### src/rtl/uart_arb_pkg.sv
// Shared types and constants for the multi-requester UART transmit arbiter.
package uart_arb_pkg;

  typedef enum logic [1:0] {
    ST_IDLE = 2'd0,
    ST_HDR  = 2'd1,
    ST_DATA = 2'd2
  } arb_state_e;

  localparam logic [7:0] HDR_BASE_DEFAULT = 8'hA0;

  // Channel header: base value with the owner index in the low three bits.
  function automatic logic [7:0] hdr_byte(input logic [7:0] base, input logic [2:0] idx);
    return base | {5'd0, idx};
  endfunction

endpackage

### src/rtl/uart_rr_arb.sv
// Combinational round-robin picker: first requester after the pointer wins.
module uart_rr_arb #(
  parameter int unsigned NUM_REQ = 4,
  parameter int unsigned GW      = $clog2(NUM_REQ)
) (
  input  logic [NUM_REQ-1:0] i_req,
  input  logic [GW-1:0]      i_ptr,
  output logic [NUM_REQ-1:0] o_gnt_oh,
  output logic [GW-1:0]      o_gnt_idx,
  output logic               o_any
);

  logic [GW-1:0] w_idx;

  // Walk ptr+1 .. ptr+NUM_REQ modulo NUM_REQ; the pointer itself is checked last.
  always_comb begin
    o_gnt_oh  = '0;
    o_gnt_idx = '0;
    o_any     = 1'b0;
    w_idx     = '0;
    for (int unsigned k = 1; k <= NUM_REQ; k++) begin
      w_idx = GW'((32'(i_ptr) + k) % NUM_REQ);
      if (!o_any && i_req[w_idx]) begin
        o_any           = 1'b1;
        o_gnt_oh[w_idx] = 1'b1;
        o_gnt_idx       = w_idx;
      end
    end
  end

endmodule

### src/rtl/uart_tx_arb.sv
// Packet-locked round-robin arbiter feeding several byte streams into one UART
// transmitter, optionally prefixing each packet with a channel header byte.
module uart_tx_arb
  import uart_arb_pkg::*;
#(
  parameter int unsigned NUM_REQ  = 4,
  parameter int unsigned HDR_EN   = 1,
  parameter logic [7:0]  HDR_BASE = HDR_BASE_DEFAULT
) (
  input  logic                          clk_i,
  input  logic                          rst_i,
  input  logic [NUM_REQ-1:0]            req_valid_i,
  input  logic [NUM_REQ-1:0][7:0]       req_data_i,
  input  logic [NUM_REQ-1:0]            req_last_i,
  output logic [NUM_REQ-1:0]            req_ready_o,
  output logic                          tx_valid_o,
  output logic [7:0]                    tx_data_o,
  input  logic                          tx_ready_i,
  output logic                          busy_o,
  output logic [$clog2(NUM_REQ)-1:0]    grant_o
);

  localparam int unsigned GW = $clog2(NUM_REQ);

  arb_state_e         r_state;
  arb_state_e         w_next;
  logic [GW-1:0]      r_grant;
  logic [NUM_REQ-1:0] r_grant_oh;
  logic [GW-1:0]      r_last;
  logic               r_busy;

  logic [NUM_REQ-1:0] w_gnt_oh;
  logic [GW-1:0]      w_gnt_idx;
  logic               w_any;
  logic               w_owner_valid;
  logic               w_pkt_done;
  logic [7:0]         w_hdr;

  uart_rr_arb #(
    .NUM_REQ (NUM_REQ),
    .GW      (GW)
  ) u_rr (
    .i_req     (req_valid_i),
    .i_ptr     (r_last),
    .o_gnt_oh  (w_gnt_oh),
    .o_gnt_idx (w_gnt_idx),
    .o_any     (w_any)
  );

  assign w_hdr         = hdr_byte(HDR_BASE, 3'(r_grant));
  assign w_owner_valid = |(req_valid_i & r_grant_oh);

  // Next state and output mux; data phase is a zero-latency pass-through.
  always_comb begin
    w_next      = r_state;
    tx_valid_o  = 1'b0;
    tx_data_o   = '0;
    req_ready_o = '0;
    w_pkt_done  = 1'b0;
    case (r_state)
      ST_IDLE: begin
        if (w_any) w_next = (HDR_EN != 0) ? ST_HDR : ST_DATA;
      end
      ST_HDR: begin
        tx_valid_o = 1'b1;
        tx_data_o  = w_hdr;
        if (tx_ready_i) w_next = ST_DATA;
      end
      ST_DATA: begin
        tx_valid_o  = w_owner_valid;
        tx_data_o   = req_data_i[r_grant];
        req_ready_o = r_grant_oh & {NUM_REQ{tx_ready_i}};
        w_pkt_done  = w_owner_valid && tx_ready_i && req_last_i[r_grant];
        if (w_pkt_done) w_next = ST_IDLE;
      end
      default: w_next = ST_IDLE;
    endcase
    // Nothing is offered or accepted while reset is asserted.
    if (rst_i) begin
      tx_valid_o  = 1'b0;
      req_ready_o = '0;
      w_pkt_done  = 1'b0;
      w_next      = ST_IDLE;
    end
  end

  always_ff @(posedge clk_i) begin
    if (rst_i) begin
      r_state    <= ST_IDLE;
      r_grant    <= '0;
      r_grant_oh <= '0;
      r_last     <= GW'(NUM_REQ - 1);
      r_busy     <= 1'b0;
    end else begin
      r_state <= w_next;
      r_busy  <= (w_next != ST_IDLE);
      if (r_state == ST_IDLE && w_any) begin
        r_grant    <= w_gnt_idx;
        r_grant_oh <= w_gnt_oh;
      end
      if (w_pkt_done) r_last <= r_grant;
    end
  end

  assign busy_o  = r_busy;
  assign grant_o = r_grant;

endmodule
### config.mk
export PLATFORM = sky130hd
export DESIGN_NAME = uart_tx_arb
export DESIGN_NICKNAME = d
export VERILOG_FILES = /design/src/rtl/uart_arb_pkg.sv /design/src/rtl/uart_rr_arb.sv /design/src/rtl/uart_tx_arb.sv
export SDC_FILE = /design/constraint.sdc
export NUM_CORES = 1
export LEC_CHECK = 0
export BUFFER_PORTS_ARGS = -buffer_cell sky130_fd_sc_hd__buf_2
export CAP_MARGIN = 30
export CORE_MARGIN = 3
export CORE_UTILIZATION = 43
export CTS_CLUSTER_SIZE = 10
export DETAILED_ROUTE_END_ITERATION = 10
export GPL_ROUTABILITY_DRIVEN = 0
export PLACE_DENSITY = 0.83
export SLEW_MARGIN = 25
export SYNTH_ARGS = -nofsm -noshare
export SYNTH_HDL_FRONTEND = slang
export SYNTH_SLANG_ARGS = --single-unit
export TNS_END_PERCENT = 50
### constraint.sdc
create_clock -name clk_i -period 2.6 [get_ports clk_i]
set_input_delay 0.39 -clock clk_i [delete_from_list [all_inputs] [get_ports clk_i]]
set_output_delay 0.39 -clock clk_i [all_outputs]
set_load 0.01 [all_outputs]
# After elaboration in Yosys (flattened, before gate mapping)
# Cells that the tools add are included.
# W data, S select, Z words.
dict set report word_totals {
  register_bits 11
  elab_cells 85
}
dict set report op_classes {
  bitwise_logic 5
  n_mux 44
  n_eq_ne 2
  addsub 4
  n_lt_le_gt_ge 9
  n_reduce_logical 16
}
# op count
set op_table {}
lappend op_table {{$mux W4} 6}
lappend op_table {{$bmux W8 S2} 1}
lappend op_table {{$mux W1} 16}
lappend op_table {{$mux W2} 8}
lappend op_table {{$pmux W8 S2} 1}
lappend op_table {{$lt A2 B3 Y1 const B} 5}
lappend op_table {{$or A4 B4 Y4} 3}
lappend op_table {{$bmux W1 S2} 5}
lappend op_table {{$logic_and A1 B1 Y1} 10}
lappend op_table {{$and A4 B4 Y4} 2}
lappend op_table {{$demux W1 S2} 4}
lappend op_table {{$ge A2 B1 Y1 const B} 4}
lappend op_table {{$mux W8} 1}
lappend op_table {{$pmux W2 S3} 1}
lappend op_table {{$add A2 B1 Y2 const B} 2}
lappend op_table {{$add A2 B2 Y2 const B} 2}
lappend op_table {{$reduce_or A4 Y1} 1}
lappend op_table {{$logic_not A1 Y1} 3}
lappend op_table {{$eq A2 B1 Y1 const B} 1}
lappend op_table {{$eq A2 B2 Y1 const B} 1}
lappend op_table {{$logic_not A2 Y1} 1}
lappend op_table {{$pmux W1 S2} 1}
lappend op_table {{$reduce_bool A2 Y1} 1}

# Logic depth before layout (Yosys ltp)
# Gate-level depths: netlist of run 1.
dict set report logic_depth {
  ltp_word 17
  ltp_mapped 9
  ltp_nobuf 7
}

# Cells and area by module
# Synthesis of run 1 repeated with hierarchy kept, for this count alone.
dict set report unflattened {
  cells_unflattened 187
  hier_area_um2 1536.5
}
# module n_inst cells_each seq_area_each_um2 area_each_um2
set by_module_without_submodules {}
lappend by_module_without_submodules {uart_tx_arb 1 101 220.2 907.1}
lappend by_module_without_submodules {uart_rr_arb 1 86 0.0 629.4}

# Least setup slack after synthesis of run 1
# OpenSTA, ideal clock, no wires.
dict set report synth_path {
  path_kind {reg-to-reg}
  from {register r_last[0]}
  to {register r_grant_oh[0]}
  path_stages_with_launch 10
  arrival_ns 2.395
  path_slack_ns 0.114
  required_ns 2.509
  n_path_buf 2
  path_cell_list {dfxtp_1 clkbuf_1 inv_2 ha_1 clkbuf_1 mux2i_1 mux2i_1 a211oi_1 a221oi_1 a311oi_1}
}
dict set report synth_via {
  elab_chain_cells 14
  elab_cells_between_ends 50
  classes_between {add/sub (4); order compare (8); mux (24); bitwise (3); reduce/logical (11)}
}
# item line_no
set synth_rtl {}
lappend synth_rtl {{from (decl)} uart_tx_arb.sv:29} ;# logic [GW-1:0] r_last;
lappend synth_rtl {{from (signal assigned)} uart_tx_arb.sv:92} ;# r_last <= GW'(NUM_REQ - 1);
lappend synth_rtl {{from (signal assigned)} uart_tx_arb.sv:101} ;# if (w_pkt_done) r_last <= r_grant;
lappend synth_rtl {{parallel branches: the longest is 14 deep, another holds $lt A2 B3 Y1} n/a}
lappend synth_rtl {{to (signal assigned)} uart_tx_arb.sv:99} ;# r_grant_oh <= w_gnt_oh;
lappend synth_rtl {{to (decl)} uart_tx_arb.sv:28} ;# logic [NUM_REQ-1:0] r_grant_oh;
# Several ways; the timed one is not identified. The select of a mux whose other input is x is not followed.
# A chain may end at the register's enable or synchronous reset.

# Worst setup path in the final report of run 1
dict set report layout_path {
  from {register r_grant[0], in the netlist grant_o[0]}
  to {output port tx_data_o[2]}
}
dict set report layout_via {
  elab_chain_cells 3
}
# item line_no
set layout_rtl {}
lappend layout_rtl {{from (decl)} uart_tx_arb.sv:27} ;# logic [GW-1:0] r_grant;
lappend layout_rtl {{from (signal assigned)} uart_tx_arb.sv:98} ;# r_grant <= w_gnt_idx;
lappend layout_rtl {{$bmux W8 S2} uart_tx_arb.sv:71} ;# tx_data_o = req_data_i[r_grant];
lappend layout_rtl {{$mux W8 (not written as such)} uart_tx_arb.sv:71}
lappend layout_rtl {{$pmux W8 S2} uart_tx_arb.sv:60} ;# case (r_state)
lappend layout_rtl {{to (decl)} uart_tx_arb.sv:17} ;# output logic [7:0] tx_data_o,
# No other way between the ends. The select of a mux whose other input is x is not followed.

==> impl_metrics.ini, run 1 <==
[run_status]
status = complete, no violations

[timing]
hold_viol = 0
fin_ws_ns = 0.342
fin_crit_ns = 2.26
maxSlewViolCount = 0
slew_headroom = 0.623
rsz0062_at_grt = no
fin_worst_skew_ns = 0.00123
worstMarginPinSlew_ns = 0.549
setup-tns-final_ns = 0
final.period_utilization = 0.868
max_freq_mhz = 443
setup_viol = 0

[clock_tree]
cts_buffers = 3
postCtsHoldBufs = 0
cts_max_level = 1
clock-sinks = 11
clk-insertion-delay-late_ns = 0.26
cts_setup_buffers = 0
cts_tree = yes
clock_path_buffers = 2
cts_resized = 0
clkTransAtPathRegs_ns = 0.07
root_buffer = clkbuf_4

[final_layout]
diodes = 0
nNetsFinal = 272
syn2layout_area_growth_pct = 25.2
drive_gt1_frac = 0.356

[global_route]
antenna_found_initial = 0
grt_pass1_wl_um = 5660
grt_start_max_net_pins = 16
grt_pass1_vias = 1304
grtUsageTotal = 0.194
overflow = 0

[setup_path]
worst_path_max_delay_cell = dfxtp_1
reg2reg_slack_ns = 0.35
crit_chain = buf_4, mux4_2, and3_1, buf_2
start_kind = flip-flop
critical_path.endpoint_type = primary output
critPathKind = reg2out
rr_worst_depth = 7
reg2reg_from = r_last[1]
worst-path-max-fanout = 8
required_ns = 2.21
max_stage_delay_ns = 0.52
reg2reg_to = r_grant_oh[1]
cp_data_arrival_time_ns = 1.87

[logic_synthesis]
async_reset_ff_frac = 0
synthTopCellsByArea = dfxtp_1, mux4_2, ha_1
yosys.area.top_type = dfxtp_1
yosysMostFrequentCell = nor2_1
syn-cell-area_mm2 = 0.00135
syn_inst = 162
yosysWarnings = 0
syn_avg_cell_area_um2 = 8.30
synth_top_area_frac = 0.164
synth_common_cells = nor2_1, ha_1, dfxtp_1, nand2_1, mux2i_1
ys_seq_elements = 11
yosysSeqAreaShare = 0.164
synth.distinct_cells = 43
synth-main-ff-cell = dfxtp_1
synth_edf_count = 0
syn_nets = 217

[worst_hold_path]
min_to = grant_o[1]
hp-class = in2reg
worstHoldPathCells = 2
min_from = rst_i

[floorplan]
die_area_mm2 = 0.00384
die_y_um = 61.9
placementRows = 19
placeableCoreArea_mm2 = 0.00288
start_util = 0.468
boundaryPins = 59
die_w_um = 61.9

[placed_design]
dp_hpwl_um = 2920
pre_cts_slack_ns = 0.264
portBuffers = 58

[run]
cap_violations = 0

[route]
ant_nets = 0
dr.pass1.iters = 4
avgRoutedWirePerCell_um = 14.2
drc_errors = 0
wl_um = 3660
drt_iter0_markers = 103
vias = 1470
via_per_inst = 5.70

[power]
ir_drop_mv = 0.190
leakage_nw = 0.775
powerDensity_mw_per_mm2 = 383
## through the flow
step	std cells	util	hold slack [ns]	power [mW]	area (um^2)
floorplan	162	-	0.482	0.439	1350
CTS	258	0.584	0.454	0.652	1680
finish	258	0.585	0.477	0.645	1680
global placement	254	0.575	0.514	0.528	1650
global route	258	0.585	0.480	0.693	1680
detailed placement	254	0.575	0.505	0.532	1650
## sequential cells by signal (all words and copies together) (netlist names)
name / count
r_grant_oh: 4
grant_o: 2
r_last: 2
r_state: 2
busy_o: 1
## critical path: cells and delay by family, from the launching register on
family | cells | cell delay (ns)
buf+inv | 2 | 0.39
flops | 1 | 0.52
mux | 1 | 0.50
simple gates | 1 | 0.19
## placed cells by master, fill, tap and decap left out, types with 5 or more instances in the layout
cell type	count
a21oi_1	9
a221oi_1	5
and2_1	7
buf_2	58
dfxtp_1	11
ha_1	12
inv_1	6
mux2i_1	10
mux4_2	7
nand2_1	11
nor2_1	15
o21ai_0	6
o21ai_1	7
## where the power goes
part	internal [mW]	leakage, nW	switching, mW	total, mW
combinational	0.151	0.670	0.160	0.310
sequential	0.194	0.0904	0.0264	0.220
clock	0.0593	0.0150	0.0558	0.115
## how the worst max path moves through the flow
stage               start       endpoint
6_report       grant_o[0]   tx_data_o[2]
5_1_grt         r_last[1]  r_grant_oh[2]
4_1_cts         r_last[1]  r_grant_oh[1]
3_5_place_dp    r_last[1]  r_grant_oh[1]
3_3_place_gp    r_last[0]  r_grant_oh[0]
2_1_floorplan   r_last[0]  r_grant_oh[0]
## layout make-up
type                            count  area (um^2)
Fill cell                         271         1190
Multi-Input combinational cell    132         1040
Timing Repair Buffer               62          320
Sequential cell                    11          220
Tap cell                           42         52.6
Clock buffer                        4         26.3
Inverter                            7         26.3
## routing by layer
layer,part of all wire,vias up,wire [um],track usage
met5,0,-,0,0
met4,0.0071,0,26,0.0697
met3,0.094,2,343,0.0269
met2,0.50,67,1820,0.371
met1,0.40,686,1460,0.217
li1,-,715,-,-
## logic make-up (layout without fill, tap and decap cells)
kind of cell	count (synthesis)	count (layout)	synth area share
compound gates	45	45	0.233
fa+ha+maj	12	12	0.112
buf+inv	19	73	0.0679
flops	11	11	0.164
mux	19	19	0.208
simple gates	56	56	0.216
Power figures use the tool's default switching activity.
==> run 2, diff against run 1 <==
--- a/config.mk
+++ b/config.mk
@@ -13,6 +13,7 @@
 export DETAILED_ROUTE_END_ITERATION = 10
 export GPL_ROUTABILITY_DRIVEN = 0
 export PLACE_DENSITY = 0.83
+export RECOVER_POWER = 25
 export SLEW_MARGIN = 25
 export SYNTH_ARGS = -nofsm -noshare
 export SYNTH_HDL_FRONTEND = slang
==> run 2 against run 1 <==
Via count is 1.0% higher. Non-clock buffer count stayed put. Flip-flop and latch count stayed put. Combinational power hardly changed. Die area is the same. Sequential share of layout area about the same. Clock skew about the same. Core utilization shrank 0.13 points. Global-route usage unchanged. Largest power group unchanged.
==> impl_metrics.ini, run 2 (synthesized netlist as in run 1, its figures left out) <==
[setup_path]
reg2reg_from = r_last[1]
crit_chain = buf_4, mux4_2, and3_1, buf_2
max_stage_delay_ns = 0.53
start_kind = flip-flop
reg2reg_slack_ns = 0.38
cp_top_family = flip-flops
rr_worst_depth = 7
worst_path_max_delay_cell = dfxtp_1
required_ns = 2.21
cp_data_arrival_time_ns = 1.87
worst-path-max-fanout = 8
critPathBufInv = 2
reg2reg_to = r_grant_oh[1]
critPathKind = reg2out
critical_path.endpoint_type = primary output

[timing]
rsz0062_at_grt = no
final.period_utilization = 0.869
slew_headroom = 0.636
fin_crit_ns = 2.26
hold_viol = 0
worstMarginPinSlew_ns = 0.531
setup-tns-final_ns = 0
fin_worst_skew_ns = 0.00117
setup_viol = 0
max_freq_mhz = 442
maxSlewViolCount = 0

[final_layout]
num-fill-cells = 271
drive_gt1_frac = 0.343
final_area_mm2 = 0.00168
nNetsFinal = 272
regMostFlops = r_grant_oh
ff_latch_area_um2 = 220
diodes = 0
largest_reg_flops = 4
fin_util = 0.584
multiInputGateArea_mm2 = 0.00104
final_cell_mix = buf_2, nor2_1, ha_1
syn2layout_area_growth_pct = 24.9
final_common_cell = buf_2
final_cells = 258

[clock_tree]
cts_max_level = 1
clk-insertion-delay-late_ns = 0.27
root_buffer = clkbuf_4
cts_buffers = 3
clock-sinks = 11
cts_tree = yes
clock_path_buffers = 2
clkTransAtPathRegs_ns = 0.07
cts_setup_buffers = 0

[placed_design]
placed_cells_incl_taps = 254
post_dp_cell_area_mm2 = 0.00165
portBuffers = 58
dp_hpwl_um = 2920

[route]
wl_um = 3660
drt_iter0_markers = 100
dr.pass1.iters = 4
ant_nets = 0
via_per_inst = 5.76
vias = 1485
drc_errors = 0
avgRoutedWirePerCell_um = 14.2

[power]
ir_drop_mv = 0.190
clkPwrFrac = 0.181
finalPower_mw = 0.645
combPwrFrac = 0.478
leakage_nw = 0.763
p_sw_mw = 0.244
p_int_mw = 0.401
swShare = 0.378
seqPwrFrac = 0.341
powerDensity_mw_per_mm2 = 384

[run_status]
status = complete, no violations

[global_route]
grtUsageTotal = 0.194
overflow = 0
grt_pass1_wl_um = 5660
grt_pass1_vias = 1304
grt_start_max_net_pins = 16
antenna_found_initial = 0

[floorplan]
placeableCoreArea_mm2 = 0.00288
die_y_um = 61.9
placementRows = 19
die_w_um = 61.9
die_area_mm2 = 0.00384
start_util = 0.468
boundaryPins = 59

[worst_hold_path]
min_from = rst_i
hp-class = in2reg
worstHoldPathCells = 2
min_to = grant_o[1]

[run]
cap_violations = 0
==> run 2: changes by cell type in the layout (fill, tap and decap cells not counted), sizes merged <==
cell / before / now
buf: 62 / 59
clkbuf: 4 / 7
==> run 2: metal layers <==
| layer | global-route usage | part of all wire |
|---|---|---|
| met3 | 0.0269 | 0.098 |
| met5 | 0 | 0 |
| met4 | 0.0697 | 0.0071 |
| met2 | 0.371 | 0.50 |
| met1 | 0.217 | 0.39 |
==> run 2: final cells by class <==
| type | count | share of cell area |
|---|---|---|
| timing repair buffer | 62 | 0.188 |
| clock buffer | 4 | 0.0156 |
| multi-input combinational | 132 | 0.618 |
| tap | 42 | 0.0313 |
| inverter | 7 | 0.0156 |
| sequential | 11 | 0.131 |
==> run 2: power groups by stage <==
stage | logic [mW] | clock network, mW | registers [mW]
floorplan | 0.220 | 0 | 0.219
global placement | 0.305 | 0 | 0.223
detailed placement | 0.309 | 0 | 0.224
CTS | 0.310 | 0.122 | 0.220
global route | 0.340 | 0.127 | 0.224
finish | 0.308 | 0.117 | 0.220
==> run 2: through the flow <==
| step | setup slack [ns] | hold slack (ns) |
|---|---|---|
| finish | 0.340 | 0.473 |
| global route | 0.137 | 0.480 |
| CTS | 0.232 | 0.454 |
| detailed placement | 0.264 | 0.505 |
| global placement | 0.441 | 0.514 |
| floorplan | 0.114 | 0.482 |
==> run 2: how the worst max path moves through the flow <==
stage	from	endpoint	cells after the start
6_report	grant_o[0]	tx_data_o[2]	4
5_1_grt	r_last[1]	r_grant_oh[2]	7
4_1_cts	r_last[1]	r_grant_oh[1]	7
3_5_place_dp	r_last[1]	r_grant_oh[1]	7
3_3_place_gp	r_last[0]	r_grant_oh[0]	7
2_1_floorplan	r_last[0]	r_grant_oh[0]	9
==> run 2: repair_timing <==
| item | CTS | global route |
|---|---|---|
| endpoints found under the setup margin | 0 | 2 |
| hold buffers | 0 | 0 |
| resized for setup | 0 | 1 |
==> run 3, diff against run 2 <==
--- a/config.mk
+++ b/config.mk
@@ -8,11 +8,11 @@
 export BUFFER_PORTS_ARGS = -buffer_cell sky130_fd_sc_hd__buf_2
 export CAP_MARGIN = 30
 export CORE_MARGIN = 3
-export CORE_UTILIZATION = 43
+export CORE_UTILIZATION = 44
+export CTS_BUF_LIST = sky130_fd_sc_hd__clkbuf_4 sky130_fd_sc_hd__clkbuf_8
 export CTS_CLUSTER_SIZE = 10
 export DETAILED_ROUTE_END_ITERATION = 10
-export GPL_ROUTABILITY_DRIVEN = 0
-export PLACE_DENSITY = 0.83
+export PLACE_DENSITY = 0.78
 export RECOVER_POWER = 25
 export SLEW_MARGIN = 25
 export SYNTH_ARGS = -nofsm -noshare
==> run 3 against run 2 <==
Core utilization rose by 0.50 points. Via count fell by 2.2%. Final cell count fell by 4.3%. Clock-buffer cell count did not move. Critical endpoint is now r_grant_oh[0]. Non-clock buffer count did not move. Critical path type is now reg2reg. Highest routed layer unchanged.
==> impl_metrics.ini, run 3 (synthesized netlist as in run 1, its figures left out) <==
[route]
vias = 1452
drt_iter0_markers = 127
dr.pass1.iters = 4
via_per_inst = 5.88
ant_nets = 0
drc_errors = 0
wl_um = 3830
avgRoutedWirePerCell_um = 15.5

[setup_path]
cp_data_arrival_time_ns = 2.53
start_kind = flip-flop
critPathKind = reg2reg
critical_path.endpoint_type = flip-flop
worst-path-max-fanout = 9
required_ns = 2.78
rr_worst_depth = 7

[final_layout]
drive_gt1_frac = 0.347
final_cells = 247
nNetsFinal = 272
multiInputGateArea_mm2 = 0.00103
final_cell_mix = buf_2, nor2_1, ha_1
final_common_cell = buf_2
diodes = 0
regMostFlops = r_grant_oh
ff_latch_area_um2 = 220
num-fill-cells = 258
largest_reg_flops = 4
syn2layout_area_growth_pct = 23.9

[timing]
hold_viol = 0
fin_crit_ns = 2.35
slew_headroom = 0.610
maxSlewViolCount = 0
worstMarginPinSlew_ns = 0.580
fin_worst_skew_ns = 0.000369
rsz0062_at_grt = no
max_freq_mhz = 426
final.period_utilization = 0.904
setup-tns-final_ns = 0
setup_viol = 0

[power]
p_int_mw = 0.412
combPwrFrac = 0.478
clkPwrFrac = 0.201
powerDensity_mw_per_mm2 = 398
swShare = 0.378
leakage_nw = 0.770
ir_drop_mv = 0.164
seqPwrFrac = 0.321
p_sw_mw = 0.251

[placed_design]
globalplace.congestion = 0.971
dp_hpwl_um = 3110
placed_cells_incl_taps = 243
portBuffers = 58

[clock_tree]
cts_resized = 0
clkTransAtPathRegs_ns = 0.07
cts_buffers = 3
postCtsHoldBufs = 0
cts_max_level = 1
clk-insertion-delay-late_ns = 0.27
cts_tree = yes
clock_path_buffers = 2
root_buffer = clkbuf_4
cts_setup_buffers = 0
clock-sinks = 11

[global_route]
grt_pass1_vias = 1242
grt_pass1_wl_um = 5660
overflow = 0
grtUsageTotal = 0.200
grt_start_max_net_pins = 16
antenna_found_initial = 0

[floorplan]
die_area_mm2 = 0.00376
die_w_um = 61.3
start_util = 0.475
placeableCoreArea_mm2 = 0.00283
die_y_um = 61.3
boundaryPins = 59
placementRows = 19

[run]
cap_violations = 0

[worst_hold_path]
hp-class = in2reg
worstHoldPathCells = 2

[run_status]
status = complete, no violations
-- run 3: changes by cell type in the layout (fill, tap and decap cells not counted), sizes merged --
cell    previous run  this run
buf               59        60
clkbuf             7         6
-- run 3: per-layer routing --
| metal | vias up | part of all wire | global-route usage |
|---|---|---|---|
| li1 | 716 | - | - |
| met1 | 678 | 0.45 | 0.272 |
| met2 | 54 | 0.48 | 0.332 |
| met3 | 4 | 0.069 | 0.0503 |
| met4 | 0 | 0.0060 | 0.0186 |
| met5 | - | 0 | 0 |
-- run 3: final timing paths --
check,start,endpoint,slack [ns]
setup / recovery,r_last[0],r_grant_oh[0],0.25
hold / removal,rst_i,grant_o[1],0.47
setup reg to reg,r_last[0],r_grant_oh[0],0.25
hold reg to reg,r_grant_oh[2],r_grant_oh[2],0.52
-- run 3: final cells by class --
type                    instances  area share
multi-input cells             132       0.620
repair buffers                 62       0.191
flip-flops and latches         11       0.132
well taps                      31      0.0233
clock buffers                   4      0.0180
inverters                       7      0.0158
-- run 3: critical path, cell delays in order, from the launching register on --
cell and delay [ns]:
dfxtp_1 0.34, inv_2 0.09, ha_1 0.41, mux2i_1 0.32, mux2i_1 0.23, a211oi_1 0.45, a221oi_1 0.17, a311oi_1 0.25
-- run 3: power by group through the flow --
stage | logic [mW] | registers [mW] | clock network, mW
floorplan | 0.220 | 0.219 | 0
global placement | 0.310 | 0.216 | 0
detailed placement | 0.314 | 0.217 | 0
CTS | 0.316 | 0.213 | 0.134
global route | 0.347 | 0.217 | 0.147
finish | 0.317 | 0.213 | 0.133
-- run 3: per-stage QoR --
stage | util | total power, mW | hold slack [ns] | instance area [um^2] | setup WS [ns]
2_1_floorplan | - | 0.439 | 0.482 | 1350 | 0.114
3_3_place_gp | 0.579 | 0.527 | 0.510 | 1640 | 0.425
3_5_place_dp | 0.579 | 0.531 | 0.513 | 1640 | 0.329
4_1_cts | 0.590 | 0.662 | 0.461 | 1670 | 0.282
5_1_grt | 0.589 | 0.711 | 0.481 | 1670 | 0.0307
6_report | 0.589 | 0.663 | 0.471 | 1670 | 0.251
